`src/rtl/pc_ras_unit.sv`:
```
// pc_ras_unit
//   Fetch-stage program counter. It selects the next PC (sequential,
//   branch, jump, jal or jr), holds on a stall and takes a late-stage
//   redirect. A circular return-address stack (RAS) records jal return
//   addresses and predicts jr $31 targets. The prediction is reported only
//   through ras_miss. The jr target always comes from jr_addr.
//
//   Parameters
//     WORD_W     datapath/address width, >= 32
//     PC_INIT    imemaddr value after reset
//     RAS_DEPTH  RAS entries, power of 2, >= 2
//
//   Ports
//     CLK, RST       clock; synchronous active-high reset
//     pc_wait        stall: hold PC, RAS and ras_miss
//     pc_src         0 SEQ, 1 BRANCH, 2 JUMP, 3 JAL, 4 JR, 5-7 SEQ
//     load_addr      26-bit jump/jal target field
//     load_imm       16-bit signed word offset for branches
//     jr_addr        resolved jr register value
//     jr_is_ra       jr uses $31: pop the RAS and check the prediction
//     redirect       late-stage redirect to redirect_addr (beats pc_wait)
//     imemaddr       registered current PC
//     pc_plus4       imemaddr + 4
//     ras_top        top RAS entry, 0 when empty
//     ras_empty      RAS holds no entries
//     ras_full       RAS holds RAS_DEPTH entries
//     ras_miss       one-cycle pulse: the last jr $31 prediction was wrong
//     misalign       sticky misaligned-target fault
//
//   Build option
//     PC_MISALIGN_CHK_EN: when this macro is defined, a redirect or jr
//     target with nonzero [1:0] is refused. The PC and RAS hold, and
//     misalign sets and stays set until RST. When the macro is not defined,
//     targets load as they are and misalign is tied to 0.

module pc_ras_unit #(
    parameter int          WORD_W    = 32,
    parameter logic [WORD_W-1:0] PC_INIT = '0,
    parameter int          RAS_DEPTH = 4
) (
    input  logic              CLK,
    input  logic              RST,
    input  logic              pc_wait,
    input  logic [2:0]        pc_src,
    input  logic [25:0]       load_addr,
    input  logic [15:0]       load_imm,
    input  logic [WORD_W-1:0] jr_addr,
    input  logic              jr_is_ra,
    input  logic              redirect,
    input  logic [WORD_W-1:0] redirect_addr,
    output logic [WORD_W-1:0] imemaddr,
    output logic [WORD_W-1:0] pc_plus4,
    output logic [WORD_W-1:0] ras_top,
    output logic              ras_empty,
    output logic              ras_full,
    output logic              ras_miss,
    output logic              misalign
);

    localparam int PTR_W = (RAS_DEPTH > 1) ? $clog2(RAS_DEPTH) : 1;
    localparam int CNT_W = $clog2(RAS_DEPTH + 1);

    localparam logic [2:0] SRC_BRANCH = 3'd1;
    localparam logic [2:0] SRC_JUMP   = 3'd2;
    localparam logic [2:0] SRC_JAL    = 3'd3;
    localparam logic [2:0] SRC_JR     = 3'd4;

    logic [WORD_W-1:0] pc_q;
    logic [WORD_W-1:0] ras_mem [RAS_DEPTH];
    logic [PTR_W-1:0]  ptr_q;
    logic [CNT_W-1:0]  cnt_q;
    logic              miss_q;

    logic [WORD_W-1:0] branch_off;
    logic [WORD_W-1:0] jump_tgt;
    logic [PTR_W-1:0]  ptr_inc;
    logic [PTR_W-1:0]  ptr_dec;
    logic              bad_redirect;
    logic              bad_jr;

    logic [WORD_W-1:0] pc_d;
    logic              miss_d;
    logic              push;
    logic              pop;
    logic              misalign_set;

    assign imemaddr  = pc_q;
    assign pc_plus4  = pc_q + WORD_W'(4);
    assign ras_empty = (cnt_q == '0);
    assign ras_full  = (cnt_q == CNT_W'(RAS_DEPTH));
    assign ras_top   = ras_empty ? '0 : ras_mem[ptr_q];
    assign ras_miss  = miss_q;

    // The branch offset counts words. It is sign-extended and then scaled to bytes.
    assign branch_off = {{(WORD_W-18){load_imm[15]}}, load_imm, 2'b00};
    assign jump_tgt   = {pc_plus4[WORD_W-1:28], load_addr, 2'b00};

    // The depth is a power of two, so the pointer wraps without extra logic.
    assign ptr_inc = ptr_q + PTR_W'(1);
    assign ptr_dec = ptr_q - PTR_W'(1);

`ifdef PC_MISALIGN_CHK_EN
    assign bad_redirect = |redirect_addr[1:0];
    assign bad_jr       = |jr_addr[1:0];
`else
    assign bad_redirect = 1'b0;
    assign bad_jr       = 1'b0;
`endif

    always_comb begin
        pc_d         = pc_q;
        miss_d       = miss_q;
        push         = 1'b0;
        pop          = 1'b0;
        misalign_set = 1'b0;

        if (redirect) begin
            if (bad_redirect) begin
                misalign_set = 1'b1;
            end else begin
                pc_d   = redirect_addr;
                miss_d = 1'b0;
            end
        end else if (!pc_wait) begin
            miss_d = 1'b0;
            case (pc_src)
                SRC_BRANCH: pc_d = pc_plus4 + branch_off;
                SRC_JUMP:   pc_d = jump_tgt;
                SRC_JAL: begin
                    pc_d = jump_tgt;
                    push = 1'b1;
                end
                SRC_JR: begin
                    if (bad_jr) begin
                        // A refused target is treated like a stall cycle.
                        misalign_set = 1'b1;
                        miss_d       = miss_q;
                    end else begin
                        pc_d = jr_addr;
                        if (jr_is_ra) begin
                            miss_d = ras_empty | (ras_top != jr_addr);
                            pop    = !ras_empty;
                        end
                    end
                end
                default:    pc_d = pc_plus4;
            endcase
        end
    end

    always_ff @(posedge CLK) begin
        if (RST) begin
            pc_q   <= PC_INIT;
            ptr_q  <= '0;
            cnt_q  <= '0;
            miss_q <= 1'b0;
            for (int i = 0; i < RAS_DEPTH; i++) begin
                ras_mem[i] <= '0;
            end
        end else begin
            pc_q   <= pc_d;
            miss_q <= miss_d;
            if (push) begin
                ptr_q            <= ptr_inc;
                ras_mem[ptr_inc] <= pc_plus4;
                // When the stack is full, the push overwrites the oldest entry and the count stays saturated.
                if (!ras_full) begin
                    cnt_q <= cnt_q + CNT_W'(1);
                end
            end else if (pop) begin
                ptr_q <= ptr_dec;
                cnt_q <= cnt_q - CNT_W'(1);
            end
        end
    end

`ifdef PC_MISALIGN_CHK_EN
    logic misalign_q;

    always_ff @(posedge CLK) begin
        if (RST) begin
            misalign_q <= 1'b0;
        end else if (misalign_set) begin
            misalign_q <= 1'b1;
        end
    end

    assign misalign = misalign_q;
`else
    assign misalign = 1'b0;

    logic unused_misalign;
    assign unused_misalign = misalign_set;
`endif

endmodule
```
`config.mk`:
```
export PLATFORM = sky130hd
export DESIGN_NAME = pc_ras_unit
export DESIGN_NICKNAME = d
export VERILOG_FILES = /design/src/rtl/pc_ras_unit.sv
export SDC_FILE = /design/constraint.sdc
export NUM_CORES = 1
export LEC_CHECK = 0
export ABC_AREA = 1
export CAP_MARGIN = 15
export CORE_UTILIZATION = 25
export DETAILED_ROUTE_END_ITERATION = 16
export PLACE_DENSITY = 0.51
export SLEW_MARGIN = 25
export SYNTH_ARGS = -nofsm -noshare
export SYNTH_HDL_FRONTEND = slang
export SYNTH_SLANG_ARGS = --single-unit
```
`constraint.sdc`:
```
create_clock -name CLK -period 4.6 [get_ports CLK]
set_input_delay 0.46 -clock CLK [delete_from_list [all_inputs] [get_ports CLK]]
set_output_delay 0.46 -clock CLK [all_outputs]
set_load 0.02 [all_outputs]
```
Word-level counts from Yosys, hierarchy flattened
Memory sizes are Yosys's and may differ from the RTL's. A register that Yosys moved wholly into a read port is not among the register bits.
Cells that the tools add are included.
{"block": "totals", "reg_bits": 38, "mem_count": 1, "latch_bits": 0, "mem_bits_ro": 0, "input_bits": 114, "wordCells": 55, "output_inout_bits": 100, "mem_bits_rw": 128}
{"memory": "ras_mem", "depth": 4, "width": 32, "read_ports": 1, "rd_clocked_by_memory_dff": 1, "wr": 4, "line_no": "69", "text": "logic [WORD_W-1:0] ras_mem [RAS_DEPTH];"}
{"block": "op_classes", "order_cmp": 0, "div": 0, "addsub": 6, "shifts": 0, "n_eq_ne": 8, "mux": 28, "multipliers": 0, "n_bitwise": 1, "reduce_logical": 7}
{"operator": "32-bit 2-to-1 mux", "count": 4}
{"operator": "32-bit case mux with 3 select lines", "count": 1}
{"operator": "32-bit by 3-bit adder with 32-bit output, second input constant", "count": 1}
{"operator": "32-bit adder", "count": 1}
{"operator": "32-bit != test", "count": 1}
{"operator": "32-bit OR reduction", "count": 1}
{"operator": "1-bit 2-to-1 mux", "count": 15}
{"operator": "2-bit 2-to-1 mux", "count": 5}
{"operator": "3-bit 2-to-1 mux", "count": 3}
{"operator": "3-bit by 2-bit == test with 1-bit output, second input constant", "count": 2}
{"operator": "3-bit == test, second input constant", "count": 2}
{"operator": "2-bit OR reduction", "count": 2}
{"operator": "3-bit by 1-bit adder with 3-bit output, second input constant", "count": 1}
{"operator": "3-bit by 1-bit == test with 1-bit output, second input constant", "count": 1}
{"operator": "3-bit zero test", "count": 1}
{"operator": "3-bit by 1-bit subtractor with 3-bit output, second input constant", "count": 1}
{"operator": "2-bit by 1-bit adder with 2-bit output, second input constant", "count": 1}
{"operator": "2-bit by 1-bit != test with 1-bit output, second input constant", "count": 1}
{"operator": "2-bit != test, second input constant", "count": 1}
{"operator": "2-bit AND reduction", "count": 1}
{"operator": "2-bit nonzero test", "count": 1}
{"operator": "2-bit by 1-bit subtractor with 2-bit output, second input constant", "count": 1}
{"operator": "1-bit zero test", "count": 1}
{"operator": "1-bit bitwise OR", "count": 1}

Depth between registers and ports, before layout
Gate-level depths: netlist of run 1.
{"block": "logic_depth", "ltp_word": 10, "depth_mapped": 24, "depth_no_buf": 24}

Worst setup path before layout of run 1
No wires, ideal clock.
{"block": "synth_timing", "path_type": "in2reg", "start": "input port pc_src[2]", "end": "memory ras_mem[3][0], enable pin", "path_stages": 5, "slack_ps": 691, "n_path_buf": 0, "required_time_ps": 4130, "setup_ps": 470, "arrival_time_ps": 3439, "path_cell_list": "inv_1 nand2_1 nor3_4 inv_2 o31ai_1"}
{"item": "from (decl)", "line_no": "44", "text": "input logic [2:0] pc_src,"}
{"item": "to (decl)", "line_no": "69"}

Final worst setup path of run 1
{"block": "layout_timing", "start": "register pc_q[3] (netlist: imemaddr[3])", "end": "register pc_q[12] (netlist: imemaddr[12])"}
{"block": "layout_between", "elab_chain_len": 5}
{"item": "from (decl)", "line_no": "68", "text": "logic [WORD_W-1:0] pc_q;"}
{"item": "from (signal assigned)", "line_no": "161", "text": "pc_q <= pc_d;"}
{"item": "32-bit by 3-bit adder with 32-bit output (*)", "line_no": "88", "text": "assign pc_plus4 = pc_q + WORD_W'(4);"}
{"item": "32-bit adder", "line_no": "127", "text": "SRC_BRANCH: pc_d = pc_plus4 + branch_off;"}
{"item": "32-bit case mux with 3 select lines (*)", "line_no": "126", "text": "case (pc_src)"}
{"item": "32-bit 2-to-1 mux (*)", "line_no": "124", "text": "end else if (!pc_wait) begin"}
{"item": "32-bit 2-to-1 mux (*)", "line_no": "117", "text": "if (redirect) begin"}
Mark *: on every way between the ends. The rest lies on a longest branch, timed or not. The select of a mux whose other input is x is not followed.
A chain may end at the register's enable or synchronous reset.

==> results.sh, run 1 <==
export IMPL_run_status="finished clean"
export IMPL_place_gp_congestion=0.975
export IMPL_powerDensity_nw_per_um2=276
export IMPL_arrival_ns=4.51
export IMPL_seq_power_share_pct=39.6
export IMPL_setup_worst_path_end_class="register"
export IMPL_synth_edf_count=128
export IMPL_drt_pass1_iterations=5
export IMPL_holdWs_ns=0.464
export IMPL_grt_max_degree=66
export IMPL_start_util_pct=25.4
export IMPL_yosysWarnings=0
export IMPL_cp_top_family="simple AND/OR/NAND/NOR gates"
export IMPL_cts_hold_buf=0
export IMPL_worst_slack_ns=0.400
export IMPL_ff2ff_setup_slack_ns=0.40
export IMPL_seq_area_frac_synth_pct=37.4
export IMPL_synth_top_flop_cell="edfxtp_1"
export IMPL_holdPathStages=2
export IMPL_worstSetupPathType="register to register"
export IMPL_vias=13000
export IMPL_syn_avg_cell_area_sq_um=6.67
export IMPL_instances_no_fill=2745
export IMPL_internal_power_mw=2.90
export IMPL_startpoint_type="register"
export IMPL_synthTopCellsByArea="edfxtp_1 (31%), nand2_1 (18%), inv_1 (10%)"
export IMPL_cp_cell_sequence="ha_1, nand2_1, nor2_2, nand2_2, xor2_1, inv_1, ha_1, nand2_1, inv_1, a21oi_1, nand3_1, or2_2, nand3_1, o211ai_1, o21ai_1, a21oi_1"
export IMPL_max_cap_violations=0
export IMPL_hp_class="register to register"
export IMPL_drtIter0Drc=987
export IMPL_htree_levels=4
export IMPL_drive_gt1_share_pct=6.39
export IMPL_drc=0
export IMPL_syn_to_final_growth_pct=28.6
export IMPL_cpPeakStageDelay_ns=0.52
export IMPL_cts_tree="done"
export IMPL_routed_wl_mm=61.4
export IMPL_combPwrFrac_pct=26.8
export IMPL_dpl_cell_count=2714
export IMPL_routed_wl_met3_mm=4.62
export IMPL_timing_fmax_mhz=238
export IMPL_rsz0062_at_grt="false"
export IMPL_p_leak_nw=7.36
export IMPL_p_sw_share_pct=34.2
export IMPL_min_delay_start="ras_miss"
export IMPL_die_h_um=225
export IMPL_synth_top_area_share_pct=31.0
export IMPL_synth_nets=2012
export IMPL_io_buffers=212
export IMPL_slowest_stage="xor2_1"
export IMPL_num_rows=81
export IMPL_wl_met1_mm=24.0
export IMPL_wl_met2_mm=29.9
export IMPL_grt_pass1_vias=12500
export IMPL_ctsRootBufferMaster="clkbuf_16"
export IMPL_worstMarginPinSlew_ns=0.988
export IMPL_via_per_inst=4.74
export IMPL_dp_hpwl_mm=48.6
export IMPL_cts_resized=0
export IMPL_synth_most_common_cell="nand2_1"
export IMPL_skew_ns=0.0164
export IMPL_synthDistinctLibCells=50
export IMPL_finalHoldViolCount=0
export IMPL_fin_nets=2220
export IMPL_io_pins=214
export IMPL_wl_per_cell_um=22.4
export IMPL_top_layer="met4"
export IMPL_hold_path_end="ras_miss"
export IMPL_yosys_area_top_type="edfxtp_1"
export IMPL_syn_area_sq_um=12400
export IMPL_vdd_ir_drop_worst_v=0.000264
export IMPL_path_buf_inv=2
export IMPL_grt_pass1_wl_mm=86.8
export IMPL_critPathMaxFanout=6
export IMPL_clock_sinks=168
export IMPL_post_route_period_util_pct=91.3
export IMPL_synth_common_cells="nand2_1 (595), inv_1 (334), nor2_1 (224)"
export IMPL_min_period_ns=4.20
export IMPL_diodes=0
export IMPL_place_area_sq_um=15400
export IMPL_ant_nets=0
export IMPL_cts_buffer_depth=2
export IMPL_overflow=0
export IMPL_die_w_um=225
export IMPL_clock_latency_ns=0.45
export IMPL_synth_seq_cells=168
export IMPL_timing_rr_end="imemaddr[12]"
export IMPL_power_frac_clock_pct=33.6
export IMPL_grt_usage_pct=24.1
export IMPL_post_cts_setup_buffers=0
export IMPL_reg2reg_from="imemaddr[3]"
export IMPL_numCtsBuffers=17
export IMPL_pre_cts_ws_ns=0.525
export IMPL_relSlewSlack_pct=34.2
export IMPL_async_reset_ff_share_pct=0
export IMPL_switchingPower_mw=1.50
export IMPL_synthCells=1861
export IMPL_coreArea_sq_um=49000
export IMPL_slew_viol_final=0
export IMPL_antenna_found_initial=0
export IMPL_r2r_cells=16
export IMPL_finish_instance_area_sq_um=16000
export IMPL_clk_pin_slew_ns=0.07
export IMPL_dieArea_sq_um=50500
export IMPL_setup_violations=0
export IMPL_required_ns=4.91
export IMPL_setup_tns_ns=0
-- cell families (layout without fill, tap and decap cells) --
kind of cell | Yosys count | in the layout | synth area share, %
simple gates | 1043 | 1043 | 35.2
buf+inv | 409 | 629 | 12.9
fa+ha+maj | 37 | 37 | 3.85
compound gates | 182 | 182 | 8.77
other cells | 1 | 1 | 0.0302
flops | 168 | 168 | 37.4
xor+xnor | 21 | 21 | 1.78
-- worst min-delay path: cells and delay by family (launching register included) --
family / cells / cell delay, ns
AOI/OAI and AO/OA: 1 / 0.05
and+or+nand+nor: 1 / 0.05
DFF: 1 / 0.32
-- worst max path at each step --
stage	endpoint	cells past startpoint	slack (ns)	startpoint
2_1_floorplan	ras_mem[3][0]	5	0.69	pc_src[2]
3_3_place_gp	imemaddr[14]	14	0.52	imemaddr[2]
3_5_place_dp	imemaddr[12]	16	0.52	imemaddr[3]
4_1_cts	imemaddr[12]	16	0.48	imemaddr[3]
5_1_grt	imemaddr[26]	21	0.34	imemaddr[2]
6_report	imemaddr[12]	16	0.40	imemaddr[3]
-- routing by layer --
layer / up-vias / track usage [%]
met3: 90 / 5.00
met1: 6148 / 28.5
li1: 6257 / -
met4: 0 / 11.5
met2: 530 / 41.6
met5: - / 0
-- final cells by class --
| cell class | count | area [sq um] |
|---|---|---|
| Multi-Input combinational cell | 1284 | 6180 |
| Clock buffer | 17 | 425 |
| Clock inverter | 14 | 150 |
| Fill cell | 5363 | 33000 |
| Timing Repair Buffer | 254 | 2440 |
| Inverter | 344 | 1290 |
| Tap cell | 664 | 831 |
| Sequential cell | 168 | 4650 |
-- sequential cells by signal, indices dropped and copies added, names as in the netlist, named ones only --
name	count
imemaddr	32
ptr_q	2
ras_miss	1
cnt_q	3
ras_mem	128
-- placed cells by master (no fill, tap or decap), types with 5 or more instances in the layout --
cell	Yosys	layout
o21ai_1	5	5
nand4_1	12	12
nor2_1	224	224
inv_1	334	334
ha_1	35	35
a31oi_1	11	11
or2_2	6	6
xnor2_1	6	6
edfxtp_1	128	128
nor2_2	10	10
nand3b_1	10	10
o21ai_0	57	56
nand3_1	127	127
o2111ai_1	6	6
buf_4	4	42
nor2_4	5	5
o21bai_1	9	9
o221ai_1	8	8
dfxtp_1	40	39
xor2_1	10	10
nor3_1	31	31
nand2_2	10	11
a21oi_1	59	59
nand2_1	595	594
o211ai_1	6	6
clkbuf_16	0	17
inv_2	8	7
clkdlybuf4s50_1	0	212
a221oi_1	12	12
-- per-stage QoR --
| stage | util, % | power, mW |
|---|---|---|
| 3_3_place_gp | 31.4 | 2.95 |
| 6_report | 32.6 | 4.40 |
| 4_1_cts | 32.6 | 4.41 |
| 2_1_floorplan | - | 2.35 |
| 3_5_place_dp | 31.4 | 2.94 |
| 5_1_grt | 32.6 | 4.55 |
-- power groups by stage --
stage / clock (mW) / sequential (mW) / combinational, mW
after detailed placement: 0 / 1.77 / 1.17
after global routing: 1.54 / 1.75 / 1.26
final: 1.48 / 1.74 / 1.18
after floorplan: 0 / 1.79 / 0.559
after global placement: 0 / 1.77 / 1.18
after CTS: 1.49 / 1.74 / 1.17
No activity file was read; power rests on OpenSTA's default activity.
==> inputs of run 2 (changes only) <==
--- a/config.mk
+++ b/config.mk
@@ -7,8 +7,10 @@
 export LEC_CHECK = 0
 export ABC_AREA = 1
 export CAP_MARGIN = 15
+export CORE_MARGIN = 2
 export CORE_UTILIZATION = 25
 export DETAILED_ROUTE_END_ITERATION = 16
+export GPL_ROUTABILITY_DRIVEN = 1
 export PLACE_DENSITY = 0.51
 export SLEW_MARGIN = 25
 export SYNTH_ARGS = -nofsm -noshare
==> run 2 against run 1 <==
  * Flip-flop and latch count did not move
  * Die area grew 1.8%
  * Sequential power barely moved
  * Final area up 0.56%
  * Critical path depth unchanged
  * Clock skew up 0.00077 ns
  * Clock power hardly changed
  * First-iteration DRC count up 14%
  * Register-to-register slack better by 0.12 ns
  * Critical path type unchanged
==> results.sh, run 2 (synthesized netlist as in run 1, its figures left out) <==
export IMPL_syn_to_final_growth_pct=29.4
export IMPL_run_status="finished clean"
export IMPL_numCtsBuffers=17
export IMPL_finalHoldViolCount=0
export IMPL_dieArea_sq_um=51400
export IMPL_io_pins=214
export IMPL_routed_wl_mm=59.0
export IMPL_start_util_pct=25.4
export IMPL_multi_input_area_sq_um=6180
export IMPL_grt_usage_pct=23.0
export IMPL_startpoint_type="register"
export IMPL_grt_pass1_vias=12600
export IMPL_ff2ff_setup_slack_ns=0.52
export IMPL_worstSetupPathType="register to register"
export IMPL_arrival_ns=4.41
export IMPL_setup_worst_path_end_class="register"
export IMPL_relSlewSlack_pct=29.5
export IMPL_drtIter0Drc=1123
export IMPL_drive_gt1_share_pct=6.66
export IMPL_cts_tree="done"
export IMPL_setup_violations=0
export IMPL_dp_hpwl_mm=46.3
export IMPL_hp_class="register to register"
export IMPL_place_gp_congestion=1.00
export IMPL_grt_pass1_wl_mm=84.2
export IMPL_timing_fmax_mhz=245
export IMPL_reg2reg_from="imemaddr[3]"
export IMPL_critPathLaunch="imemaddr[3]"
export IMPL_pre_cts_ws_ns=0.627
export IMPL_cts_hold_buf=0
export IMPL_fin_nets=2225
export IMPL_cts_buffer_depth=2
export IMPL_hold_path_end="ras_miss"
export IMPL_cts_resized=0
export IMPL_r2r_cells=16
export IMPL_ctsRootBufferMaster="clkbuf_16"
export IMPL_drc=0
export IMPL_cp_cell_sequence="ha_1, nand2_1, nor2_2, nand2_2, xor2_1, inv_1, ha_1, nand2_1, inv_1, a21oi_1, nand3_1, or2_2, nand3_1, o211ai_1, o21ai_1, a21oi_1"
export IMPL_die_h_um=227
export IMPL_overflow=0
export IMPL_largest_register_ffs=128
export IMPL_wl_per_cell_um=21.4
export IMPL_layout_commonest_cell="nand2_1"
export IMPL_clock_latency_ns=0.46
export IMPL_vdd_ir_drop_worst_v=0.000254
export IMPL_timing_rr_end="imemaddr[12]"
export IMPL_worstMarginPinSlew_ns=1.06
export IMPL_coreArea_sq_um=49000
export IMPL_clock_sinks=168
export IMPL_post_route_period_util_pct=88.8
export IMPL_cp_top_family="simple AND/OR/NAND/NOR gates"
export IMPL_antenna_found_initial=1
export IMPL_fillCellCount=5298
export IMPL_min_delay_start="ras_miss"
export IMPL_num_rows=81
export IMPL_holdPathStages=2
export IMPL_required_ns=4.93
export IMPL_fin_util_pct=32.8
export IMPL_max_cap_violations=0
export IMPL_die_w_um=227
export IMPL_final_cell_mix="nand2_1 (594), inv_1 (334), nor2_1 (224)"
export IMPL_io_buffers=212
export IMPL_grt_use_met2_pct=38.9
export IMPL_drt_pass1_iterations=5
export IMPL_p_leak_nw=7.43
export IMPL_critPathMaxFanout=6
export IMPL_via_per_inst=4.72
export IMPL_post_cts_setup_buffers=0
export IMPL_skew_ns=0.0172
export IMPL_grtUsageMet1_pct=27.8
export IMPL_worst_slack_ns=0.516
export IMPL_setup_tns_ns=0
export IMPL_use_met3_pct=4.03
export IMPL_grt_max_degree=66
export IMPL_slew_viol_final=0
export IMPL_busiest_layer="met2"
export IMPL_finish_instance_area_sq_um=16100
export IMPL_htree_levels=4
export IMPL_place_area_sq_um=15500
export IMPL_slowest_stage="xor2_1"
export IMPL_path_buf_inv=2
export IMPL_seqCellArea_sq_um=4650
export IMPL_largest_register="ras_mem"
export IMPL_powerDensity_nw_per_um2=275
export IMPL_holdWs_ns=0.478
export IMPL_ant_nets=0
export IMPL_cpPeakStageDelay_ns=0.57
export IMPL_rsz0062_at_grt="false"
export IMPL_vias=13000
export IMPL_min_period_ns=4.08
export IMPL_clk_pin_slew_ns=0.08
[run 2: how the worst max path moves through the flow]
| stage | end | slack [ns] | cells past startpoint |
|---|---|---|---|
| after global routing | imemaddr[26] | 0.30 | 18 |
| after CTS | imemaddr[12] | 0.61 | 16 |
| after detailed placement | imemaddr[12] | 0.63 | 16 |
| after floorplan | ras_mem[3][0] | 0.69 | 5 |
| after global placement | imemaddr[12] | 0.59 | 16 |
| final | imemaddr[12] | 0.52 | 16 |
[run 2: layout make-up]
class / count / area share [%]
clock inverters: 15 / 1.10
repair buffers: 259 / 15.6
well taps: 664 / 5.17
inverters: 344 / 8.04
diodes: 1 / 0.0156
multi-input cells: 1284 / 38.5
flip-flops and latches: 168 / 28.9
clock buffers: 17 / 2.65
[run 2: layer usage]
metal  share of wire, %  wire length, um
met2                 47            28000
met1                 40            23600
met3                6.9             4050
met5                  0                0
met4                5.6             3330
[run 2: power by group]
part           leakage, nW  internal (mW)  switching (mW)
sequential            1.65           1.69          0.0452
clock                0.298          0.782           0.719
combinational         5.48          0.410           0.764
[run 2: per-stage QoR]
stage | power, mW | std cells
finish | 4.41 | 2752
global route | 4.57 | 2751
CTS | 4.42 | 2751
detailed placement | 2.93 | 2719
global placement | 2.93 | 2719
floorplan | 2.35 | 1861
[run 2: worst reg2reg max path: cells and delay by family, from the launching register on]
family / cells / cell delay (ns)
AOI/OAI and AO/OA: 4 / 0.69
xor gates and xnor gates: 1 / 0.57
adders and majority gates: 2 / 0.69
buffers and inverters: 2 / 0.29
DFF: 1 / 0.46
and+or+nand+nor: 7 / 1.27
